**src/rtl/mesa_uart_tx_fifo_if.sv**
```systemverilog
`default_nettype none
// +--------------------------------------------------------------------------+
// | Module   : mesa_uart_tx_fifo_if                                          |
// | Purpose  : Byte-strobe and status bundle between a MesaBus byte source    |
// |            and the buffered UART transmitter.                             |
// | Revision : 1.0  initial release                                          |
// +--------------------------------------------------------------------------+
interface mesa_uart_tx_fifo_if #(
  parameter int FIFO_AW = 4
) ();
  logic             tx_byte_en;
  logic [7:0]       tx_byte_d;
  logic             tx_busy;
  logic             tx_idle;
  logic             tx_ovfl;
  logic [FIFO_AW:0] fifo_lvl;

  // Byte source: strobes bytes in and watches back-pressure/status
  modport master (
    output tx_byte_en,
    output tx_byte_d,
    input  tx_busy,
    input  tx_idle,
    input  tx_ovfl,
    input  fifo_lvl
  );

  // Transmitter side
  modport slave (
    input  tx_byte_en,
    input  tx_byte_d,
    output tx_busy,
    output tx_idle,
    output tx_ovfl,
    output fifo_lvl
  );
endinterface
`default_nettype wire

```
**src/rtl/mesa_uart_tx_fifo.sv**
```systemverilog
`default_nettype none
// +--------------------------------------------------------------------------+
// | Module   : mesa_uart_tx_fifo                                             |
// | Purpose  : Buffered UART transmitter. Bytes strobed in on the bus side    |
// |            are queued in a small FIFO and serialised LSB first on ser_tx  |
// |            (8N1 by default). tx_busy gives early back-pressure, tx_ovfl   |
// |            latches any push that arrives while the FIFO is full.          |
// | Options  : define MESA_UART_TX_PARITY_EN for an even-parity bit (8E1).    |
// | Revision : 1.0  initial release                                          |
// +--------------------------------------------------------------------------+
module mesa_uart_tx_fifo #(
  parameter int BAUD_DIV  = 25,  // clocks per serial bit, 4..255
  parameter int FIFO_AW   = 4,   // FIFO depth is 2**FIFO_AW
  parameter int AFULL_LVL = 12   // occupancy at which tx_busy asserts
) (
  input  logic               clk,
  input  logic               reset_l,
  mesa_uart_tx_fifo_if.slave bus,
  output logic               ser_tx
);

  localparam int unsigned        c_depth_i   = 2 ** FIFO_AW;
  localparam logic [FIFO_AW:0]   c_depth     = {1'b1, {FIFO_AW{1'b0}}};
  localparam logic [FIFO_AW:0]   c_afull     = (FIFO_AW + 1)'(AFULL_LVL);
  localparam logic [FIFO_AW:0]   c_lvl_one   = (FIFO_AW + 1)'(1);
  localparam logic [FIFO_AW-1:0] c_ptr_one   = (FIFO_AW)'(1);
  localparam logic [7:0]         c_bcnt_last = 8'(BAUD_DIV - 1);
  localparam logic [2:0]         c_bidx_last = 3'd7;

`ifdef MESA_UART_TX_PARITY_EN
  typedef enum logic [2:0] {
    S_IDLE   = 3'd0,
    S_START  = 3'd1,
    S_DATA   = 3'd2,
    S_PARITY = 3'd3,
    S_STOP   = 3'd4
  } state_t;
`else
  typedef enum logic [2:0] {
    S_IDLE   = 3'd0,
    S_START  = 3'd1,
    S_DATA   = 3'd2,
    S_STOP   = 3'd4
  } state_t;
`endif

  // FIFO storage and bookkeeping
  logic [7:0]         r_mem [c_depth_i];
  logic [FIFO_AW-1:0] r_wptr;
  logic [FIFO_AW-1:0] r_rptr;
  logic [FIFO_AW:0]   r_lvl;

  // Registered status
  logic               r_busy;
  logic               r_idle;
  logic               r_ovfl;

  // Serialiser
  state_t             r_state;
  logic [7:0]         r_bcnt;
  logic [2:0]         r_bidx;
  logic [7:0]         r_shift;
  logic               r_ser;
`ifdef MESA_UART_TX_PARITY_EN
  logic               r_par;
`endif

  // Combinational helpers
  logic               w_full;
  logic               w_empty;
  logic               w_push;
  logic               w_pop;
  logic               w_bit_end;
  logic               w_fsm_to_idle;
  logic [FIFO_AW:0]   w_lvl_nxt;
  logic [7:0]         w_rd_data;

  // Push/pop decisions. Full is judged on the current level, so a push that
  // meets a full FIFO is lost even if the serialiser pops in the same cycle.
  always_comb begin
    w_full        = (r_lvl == c_depth);
    w_empty       = (r_lvl == '0);
    w_bit_end     = (r_bcnt == c_bcnt_last);
    w_push        = bus.tx_byte_en && !w_full;
    // The serialiser takes a byte from IDLE or at the very end of a stop bit
    w_pop         = !w_empty && ((r_state == S_IDLE) ||
                                 ((r_state == S_STOP) && w_bit_end));
    // With nothing queued the FSM rests (or lands) in IDLE after this edge
    w_fsm_to_idle = w_empty && ((r_state == S_IDLE) ||
                                ((r_state == S_STOP) && w_bit_end));
    w_rd_data     = r_mem[r_rptr];
    w_lvl_nxt     = r_lvl;
    if (w_push && !w_pop) begin
      w_lvl_nxt = r_lvl + c_lvl_one;
    end else if (w_pop && !w_push) begin
      w_lvl_nxt = r_lvl - c_lvl_one;
    end
  end

  // FIFO data array; no reset needed since the level gates every read
  always_ff @(posedge clk) begin
    if (reset_l && w_push) begin
      r_mem[r_wptr] <= bus.tx_byte_d;
    end
  end

  // FIFO pointers and occupancy; pointers wrap naturally at the depth
  always_ff @(posedge clk) begin
    if (!reset_l) begin
      r_wptr <= '0;
      r_rptr <= '0;
      r_lvl  <= '0;
    end else begin
      if (w_push) begin
        r_wptr <= r_wptr + c_ptr_one;
      end
      if (w_pop) begin
        r_rptr <= r_rptr + c_ptr_one;
      end
      r_lvl <= w_lvl_nxt;
    end
  end

  // Status flags follow the level and state as they will be after this edge
  always_ff @(posedge clk) begin
    if (!reset_l) begin
      r_busy <= 1'b0;
      r_idle <= 1'b1;
      r_ovfl <= 1'b0;
    end else begin
      r_busy <= (w_lvl_nxt >= c_afull);
      r_idle <= (w_lvl_nxt == '0) && w_fsm_to_idle;
      r_ovfl <= r_ovfl | (bus.tx_byte_en && w_full);
    end
  end

  // Serialiser FSM: frame sequencing with the line level registered alongside
  always_ff @(posedge clk) begin
    if (!reset_l) begin
      r_state <= S_IDLE;
      r_ser   <= 1'b1;
      r_bcnt  <= '0;
      r_bidx  <= '0;
      r_shift <= '0;
`ifdef MESA_UART_TX_PARITY_EN
      r_par   <= 1'b0;
`endif
    end else begin
      case (r_state)
        S_IDLE: begin
          r_ser <= 1'b1;
          if (w_pop) begin
            r_shift <= w_rd_data;
`ifdef MESA_UART_TX_PARITY_EN
            r_par   <= ^w_rd_data;
`endif
            r_bcnt  <= '0;
            r_state <= S_START;
            r_ser   <= 1'b0;
          end
        end

        S_START: begin
          if (w_bit_end) begin
            r_bcnt  <= '0;
            r_bidx  <= '0;
            r_state <= S_DATA;
            r_ser   <= r_shift[0];
          end else begin
            r_bcnt <= r_bcnt + 8'd1;
          end
        end

        S_DATA: begin
          if (w_bit_end) begin
            r_bcnt <= '0;
            if (r_bidx == c_bidx_last) begin
`ifdef MESA_UART_TX_PARITY_EN
              r_state <= S_PARITY;
              r_ser   <= r_par;
`else
              r_state <= S_STOP;
              r_ser   <= 1'b1;
`endif
            end else begin
              // Shift right so the next data bit always sits at bit 1
              r_bidx  <= r_bidx + 3'd1;
              r_shift <= {1'b0, r_shift[7:1]};
              r_ser   <= r_shift[1];
            end
          end else begin
            r_bcnt <= r_bcnt + 8'd1;
          end
        end

`ifdef MESA_UART_TX_PARITY_EN
        S_PARITY: begin
          if (w_bit_end) begin
            r_bcnt  <= '0;
            r_state <= S_STOP;
            r_ser   <= 1'b1;
          end else begin
            r_bcnt <= r_bcnt + 8'd1;
          end
        end
`endif

        S_STOP: begin
          if (w_bit_end) begin
            r_bcnt <= '0;
            if (w_pop) begin
              // Back-to-back frame: next start bit follows the stop bit directly
              r_shift <= w_rd_data;
`ifdef MESA_UART_TX_PARITY_EN
              r_par   <= ^w_rd_data;
`endif
              r_state <= S_START;
              r_ser   <= 1'b0;
            end else begin
              r_state <= S_IDLE;
              r_ser   <= 1'b1;
            end
          end else begin
            r_bcnt <= r_bcnt + 8'd1;
          end
        end

        default: begin
          r_state <= S_IDLE;
          r_ser   <= 1'b1;
          r_bcnt  <= '0;
        end
      endcase
    end
  end

  assign ser_tx       = r_ser;
  assign bus.tx_busy  = r_busy;
  assign bus.tx_idle  = r_idle;
  assign bus.tx_ovfl  = r_ovfl;
  assign bus.fifo_lvl = r_lvl;

endmodule
`default_nettype wire
```
**src/flat_wrapper.sv**
```systemverilog
// flat-port wrapper written by rule: the top's interface ports become plain ports
module mesa_uart_tx_fifo_flat 
#(
  parameter int BAUD_DIV  = 25,                                  
  parameter int FIFO_AW   = 4,                              
  parameter int AFULL_LVL = 12                                        
)
  (clk, reset_l, ser_tx, bus_tx_byte_en, bus_tx_byte_d, bus_tx_busy, bus_tx_idle, bus_tx_ovfl, bus_fifo_lvl);
  mesa_uart_tx_fifo_if #(.FIFO_AW(FIFO_AW)) bus_i ();
  input  logic clk;
  input  logic reset_l;
  output logic ser_tx;
  input wire logic [$bits(bus_i.tx_byte_en)-1:0] bus_tx_byte_en;
  input wire logic [$bits(bus_i.tx_byte_d)-1:0] bus_tx_byte_d;
  output wire logic [$bits(bus_i.tx_busy)-1:0] bus_tx_busy;
  output wire logic [$bits(bus_i.tx_idle)-1:0] bus_tx_idle;
  output wire logic [$bits(bus_i.tx_ovfl)-1:0] bus_tx_ovfl;
  output wire logic [$bits(bus_i.fifo_lvl)-1:0] bus_fifo_lvl;
  assign bus_i.tx_byte_en = bus_tx_byte_en;
  assign bus_i.tx_byte_d = bus_tx_byte_d;
  assign bus_tx_busy = bus_i.tx_busy;
  assign bus_tx_idle = bus_i.tx_idle;
  assign bus_tx_ovfl = bus_i.tx_ovfl;
  assign bus_fifo_lvl = bus_i.fifo_lvl;
  mesa_uart_tx_fifo #(.BAUD_DIV(BAUD_DIV), .FIFO_AW(FIFO_AW), .AFULL_LVL(AFULL_LVL)) u_core (.clk(clk), .reset_l(reset_l), .bus(bus_i), .ser_tx(ser_tx));
endmodule
```
**config.mk**
```make
export PLATFORM = sky130hd
export DESIGN_NAME = mesa_uart_tx_fifo_flat
export DESIGN_NICKNAME = d
export VERILOG_FILES = /design/src/rtl/mesa_uart_tx_fifo_if.sv /design/src/rtl/mesa_uart_tx_fifo.sv /design/src/flat_wrapper.sv
export SDC_FILE = /design/constraint.sdc
export NUM_CORES = 1
export LEC_CHECK = 0
export CAP_MARGIN = 10
export CORE_ASPECT_RATIO = 2
export CORE_MARGIN = 4
export CORE_UTILIZATION = 66
export DETAILED_ROUTE_END_ITERATION = 8
export MAX_ROUTING_LAYER = met4
export PLACE_DENSITY_LB_ADDON = 0.1
export SETUP_SLACK_MARGIN = 0.05
export SYNTH_ARGS = -nofsm -noshare
export SYNTH_HDL_FRONTEND = slang
export SYNTH_SLANG_ARGS = --single-unit
export TNS_END_PERCENT = 20
```
**constraint.sdc**
```tcl
create_clock -name clk -period 4.06 [get_ports clk]
set_input_delay 0.812 -clock clk [delete_from_list [all_inputs] [get_ports clk]]
set_output_delay 0.812 -clock clk [all_outputs]
set_load 0.01 [all_outputs]
```
==> impl_metrics.ini, run 1 <==
[cts]
cts_buffers = 17
htreeDepth = 4
cts_sinks = 171
clk_pin_slew_worst_paths_ps = 70
tritoncts = yes
clock_latency_ps = 420
post-cts-setup-buffer-count = 0
cts-resized-gates = 0
hold_buffers = 0
root_buffer = clkbuf_16
cts_buffer_depth = 2

[worst_setup_path]
arrival_ps = 3130
path_class = flop to flop
worst_setup_path_start_kind = flop
end_kind = flop
worstPathRequired_ps = 4100
path_max_fanout = 8

[synthesis]
avgSynthCellArea_um2 = 15.82
ys_seq_area_share_pct = 67.26
yosys.cell_types.count = 52
netlist_area_um2 = 6994
synth_edf_count = 128
syn-instance-count = 442
ys_ff_latch = 171
yosys.area_share.simple_pct = 8.551
yosys.area.top_type = edfxtp_1
ys.flop_type = edfxtp_1
async_reset_ff_share_pct = 0
synth_compound_area_share_pct = 4.919
synthXorXnorAreaFrac_pct = 2.129
yosysWarnings = 0
synth_top_family_by_area = multiplexers
synth.mux.area_fraction_pct = 13.17
syn_nets = 464
netlist.area_leader.share_pct = 54.96
synth_fa_ha_area_share_pct = 2.111
yosys-top-cells-area = edfxtp_1, mux4_2, dfxtp_1, nor2_1, ha_1

[sta]
rsz0062_at_grt = false
fin_ws_ps = 971.7
finalSetupTns_ps = 0
max_freq_ghz = 0.3238
tightestPinTransition_ps = 967.3
max_slew_margin_pct = 34.92
fin_crit_sh_pct = 76.07
setup_viol = 0
hold_viol = 0
fin_skew_ps = 10.94
drv_slew = 0
min_period_ps = 3088

[routing]
avgViaCountPerCell = 6.330
routed_wl_mm = 14.78
dr.pass1.iters = 4
vias = 3880
drtAntennaViolNets = 0
drcViolationCount = 0
first_iter_violations = 231
routedWlPerCell_um = 24.11

[floorplanning]
core_area_um2 = 10210
num_rows = 52
die_height_um = 153.6
dieArea_um2 = 12410
io_pins = 20
start_util_pct = 68.47
fp.dieW_um = 80.79

[cells_and_area]
n_antenna_cell = 0
nets = 487
final_cell_mix = edfxtp_1, nor2_1, dfxtp_1
drive_gt1_share_pct = 18.62
final_util_pct = 77.49
syn_to_final_growth_pct = 13.17
final.fill_count = 619
layout.cells.most_common = edfxtp_1

[global_route]
grt_pass1_vias = 4093
grt.total_usage_pct = 27.78
antenna_found_initial = 0
grt_max_degree = 30
grt_overflow = 0
grt_pass1_wl_mm = 23.70

[place]
pre_cts_slack_ps = 641.2
gp_congestion = 0.8576
io_buffers = 19
hpwl_mm = 9.516

[pwr]
cellPowerDensity_nw_per_um2 = 607.8
ir_drop_mv = 0.5600
p_leak_nw = 2.598
power_mw = 4.811

[status]
status = finished clean

[min_path]
hold_path.class = flop to flop

[flow_run]
maxCapViolCount = 0
[cell families after synthesis]
kind of cell | Yosys count
AOI/OAI and AO/OA | 47
adders and majority gates | 12
DFF | 171
xor gates and xnor gates | 17
and+or+nand+nor | 123
muxes | 42
buffers and inverters | 30
[worst paths after layout]
check                              start                  end  slack (ps)  cells after the start
setup / recovery  u_core.bus.fifo_lvl[0]  u_core.r_mem[15][3]         970                      6
hold / removal        u_core.bus.tx_ovfl   u_core.bus.tx_ovfl         490                      2
setup reg to reg  u_core.bus.fifo_lvl[0]  u_core.r_mem[15][3]         970                      6
hold reg to reg       u_core.bus.tx_ovfl   u_core.bus.tx_ovfl         490                      2
[routing by layer]
layer	wire [um]	part of all wire, %	vias up	global-route usage [%]
met1	5112	35	1972	30.37
met2	8554	58	130	48.10
met4	509	3.4	0	10.80
met3	602	4.1	34	6.499
li1	-	-	1744	-
met5	0	0	-	-
[per-stage QoR]
step           cells  instance area (um2)  hold WS, ps
2_1_floorplan    442                 6994        447.6
3_3_place_gp     581                 7303        460.7
3_5_place_dp     581                 7303        468.0
4_1_cts          613                 7915        481.9
5_1_grt          613                 7915        511.8
6_report         613                 7915        486.7
[cell usage after synthesis, drive strengths merged (4+ instances only)]
cell type,instances
buf,9
ha,11
nand2,32
nand4,4
nor2,50
dfxtp,43
xor2,9
a31oi,8
nand3,7
inv,9
clkbuf,12
edfxtp,128
nor3,4
a21oi,11
o21ai,10
xnor2,8
mux4,40
[power breakdown]
| part | switching, mW | internal (mW) |
|---|---|---|
| sequential | 0.118 | 1.98 |
| clock | 0.697 | 0.987 |
| combinational | 0.523 | 0.503 |
| total | 1.34 | 3.47 |
[critical path, cell delays in order (launching register included)]
cell	delay, ps
dfxtp_1	470
inv_1	120
ha_1	240
nor3b_1	190
a21boi_0	610
nand2_1	320
nor2_1	750
[state kept, by name, summed over array words and instances (netlist names), named ones only]
signal and cells:
u_core.bus.fifo_lvl 5, u_core.bus.tx_busy 1, u_core.bus.tx_idle 1, u_core.bus.tx_ovfl 1
u_core.r_bcnt 8, u_core.r_bidx 3, u_core.r_mem 128, u_core.r_rptr 4
u_core.r_shift 8, u_core.r_state 3, u_core.r_wptr 4, u_core.ser_tx 1
[final cells by class]
type                       count  area (um2)  area share (%)
clock inverter                14       182.7           2.308
sequential                   171        4706           59.45
timing repair buffer          25       235.2           2.972
tap                          135       168.9           2.134
clock buffer                  18       429.2           5.422
multi-input combinational    241        2160           27.28
inverter                       9       33.78          0.4268
Note: power is estimated with default switching activity, not from simulation.
==> run 2: changes to the inputs <==
--- a/config.mk
+++ b/config.mk
@@ -8,7 +8,7 @@
 export CAP_MARGIN = 10
 export CORE_ASPECT_RATIO = 2
 export CORE_MARGIN = 4
-export CORE_UTILIZATION = 66
+export CORE_UTILIZATION = 61
 export DETAILED_ROUTE_END_ITERATION = 8
 export MAX_ROUTING_LAYER = met4
 export PLACE_DENSITY_LB_ADDON = 0.1
==> constraint.sdc (replaced) <==
create_clock -name clk -period 3 [get_ports clk]
set_input_delay 0.6 -clock clk [delete_from_list [all_inputs] [get_ports clk]]
set_output_delay 0.6 -clock clk [all_outputs]
set_load 0.01 [all_outputs]
==> impl_metrics.ini, run 2 (synthesized netlist as in run 1, its figures left out) <==
[routing]
vias = 3892
routedWlPerCell_um = 22.97
routed_wl_mm = 14.63
drcViolationCount = 0
first_iter_violations = 310
drtAntennaViolNets = 0
dr.pass1.iters = 5
avgViaCountPerCell = 6.110

[status]
status = finished clean

[floorplanning]
fp.dieW_um = 83.72
num_rows = 55
start_util_pct = 61.97
io_pins = 20
die_height_um = 159.4
dieArea_um2 = 13350
core_area_um2 = 11290

[cts]
tritoncts = yes
cts_buffer_depth = 2
cts_sinks = 171
clk_pin_slew_worst_paths_ps = 70
post-cts-setup-buffer-count = 0
clock_latency_ps = 420
cts-resized-gates = 0
hold_buffers = 0
htreeDepth = 4
root_buffer = clkbuf_16
cts_buffers = 17

[sta]
drv_slew = 0
fin_crit_sh_pct = 79.60
hold_viol = 0
max_slew_margin_pct = 52.21
min_period_ps = 2388
tightestPinTransition_ps = 714.5
fin_skew_ps = 9.658
max_freq_ghz = 0.4187
rsz0062_at_grt = false
setup_viol = 0
finalSetupTns_ps = 0

[cells_and_area]
drive_gt1_share_pct = 21.62
syn_to_final_growth_pct = 14.87
final_cell_mix = edfxtp_1, nor2_1, dfxtp_1
multi_input_area_um2 = 2160
final.fill_count = 762
largest_registers = u_core.r_mem: 128 flops, u_core.r_bcnt: 8 flops, u_core.r_shift: 8 flops
register_area_um2 = 4706
largest_reg_flops = 128
layout.cells.most_common = edfxtp_1
n_antenna_cell = 0
nets = 505
largest_register = u_core.r_mem

[worst_setup_path]
crit_slowest_cell = or4_4
critPathTopFamily = simple AND/OR/NAND/NOR gates
end_kind = flop
r2r_cells = 8
critPathMaxStageDelay_ps = 490
worst_setup_path_start_kind = flop
path_class = flop to flop
cp_cell_sequence = inv_1 -> ha_1 -> nand4b_4 -> or4_4 -> or3_4 -> a21oi_4 -> nand2b_1 -> a31oi_1
arrival_ps = 2690
critical_path_buf_inv_count = 1
worstPathRequired_ps = 3300
cp.depth = 8
r2r_end = u_core.r_shift[0]
path_max_fanout = 14
rrSetupSlack_ps = 610
r2r_start = u_core.r_bcnt[0]

[global_route]
antenna_found_initial = 0
grt_overflow = 0
grt_max_degree = 33
grt.total_usage_pct = 24.13
grt_pass1_vias = 4077
grt_pass1_wl_mm = 23.30

[place]
io_buffers = 19
gp_congestion = 0.9223
hpwl_mm = 10.14

[pwr]
p_seq_share_pct = 44.1
clkPwrFrac_pct = 32.7
internal_power_mw = 4.502
swShare_pct = 29.47
cellPowerDensity_nw_per_um2 = 794.5
ir_drop_mv = 0.5915
p_comb_share_pct = 23.2
p_switching_mw = 1.881
power_mw = 6.383
p_leak_nw = 2.668

[min_path]
hold_path.class = flop to flop
hold_path_depth = 2
hp-start = u_core.bus.tx_ovfl
min_to = u_core.bus.tx_ovfl

[flow_run]
maxCapViolCount = 0
==> run 2: cell types whose count changed in the layout (fill, tap and decap cells not counted), sizes merged <==
cell / change
clkbuf: -1
buf: +18
clkinv: +1
clkinvlp: +2
bufinv: -3
==> run 2: worst max-delay path by stage <==
| stage | to | start | slack [ps] |
|---|---|---|---|
| floorplan | u_core.r_mem[3][0] | u_core.bus.fifo_lvl[0] | 520 |
| global placement | u_core.r_mem[11][1] | bus_tx_byte_en | 640 |
| detailed placement | u_core.r_mem[7][2] | bus_tx_byte_en | 600 |
| CTS | u_core.r_shift[0] | u_core.r_bcnt[0] | 630 |
| global route | u_core.bus.tx_busy | u_core.bus.fifo_lvl[0] | 390 |
| finish | u_core.r_shift[0] | u_core.r_bcnt[0] | 610 |
==> run 2: metal layers <==
layer / track usage, % / part of all wire [%]
met3: 4.247 / 3.2
met2: 45.14 / 59
met1: 25.29 / 35
met5: - / 0
met4: 7.467 / 2.1
==> run 2: power by group through the flow <==
stage | clock network (mW) | registers (mW) | logic (mW)
final | 2.08 | 2.82 | 1.48
after global routing | 2.23 | 2.83 | 1.60
after CTS | 2.12 | 2.81 | 1.50
after detailed placement | 0 | 2.86 | 1.49
after global placement | 0 | 2.86 | 1.47
after floorplan | 0 | 2.82 | 1.09
==> run 2: cell type report <==
cell class              instances  share of cell area [%]
multi-input cells             241                   26.88
clock buffers                  17                   5.295
well taps                     142                   2.211
inverters                       9                  0.4205
repair buffers                 43                   4.766
flip-flops and latches        171                   58.57
clock inverters                14                   1.853
==> run 2: worst min-delay path, delay by kind of cell (launching register included) <==
kind / cells / cell delay [ps]
DFF: 1 / 330
and+or+nand+nor: 1 / 60
AOI/OAI and AO/OA: 1 / 40
==> run 2: metrics by stage <==
stage	std cells	util (%)	setup WS, ps	hold WS, ps	area [um2]
after floorplan	442	-	521.7	447.6	6994
after global placement	606	66.10	637.0	453.1	7460
after detailed placement	606	66.10	598.5	459.3	7460
after CTS	637	71.19	626.6	475.5	8034
after global routing	637	71.19	391.3	500.4	8034
final	637	71.19	611.9	470.0	8034
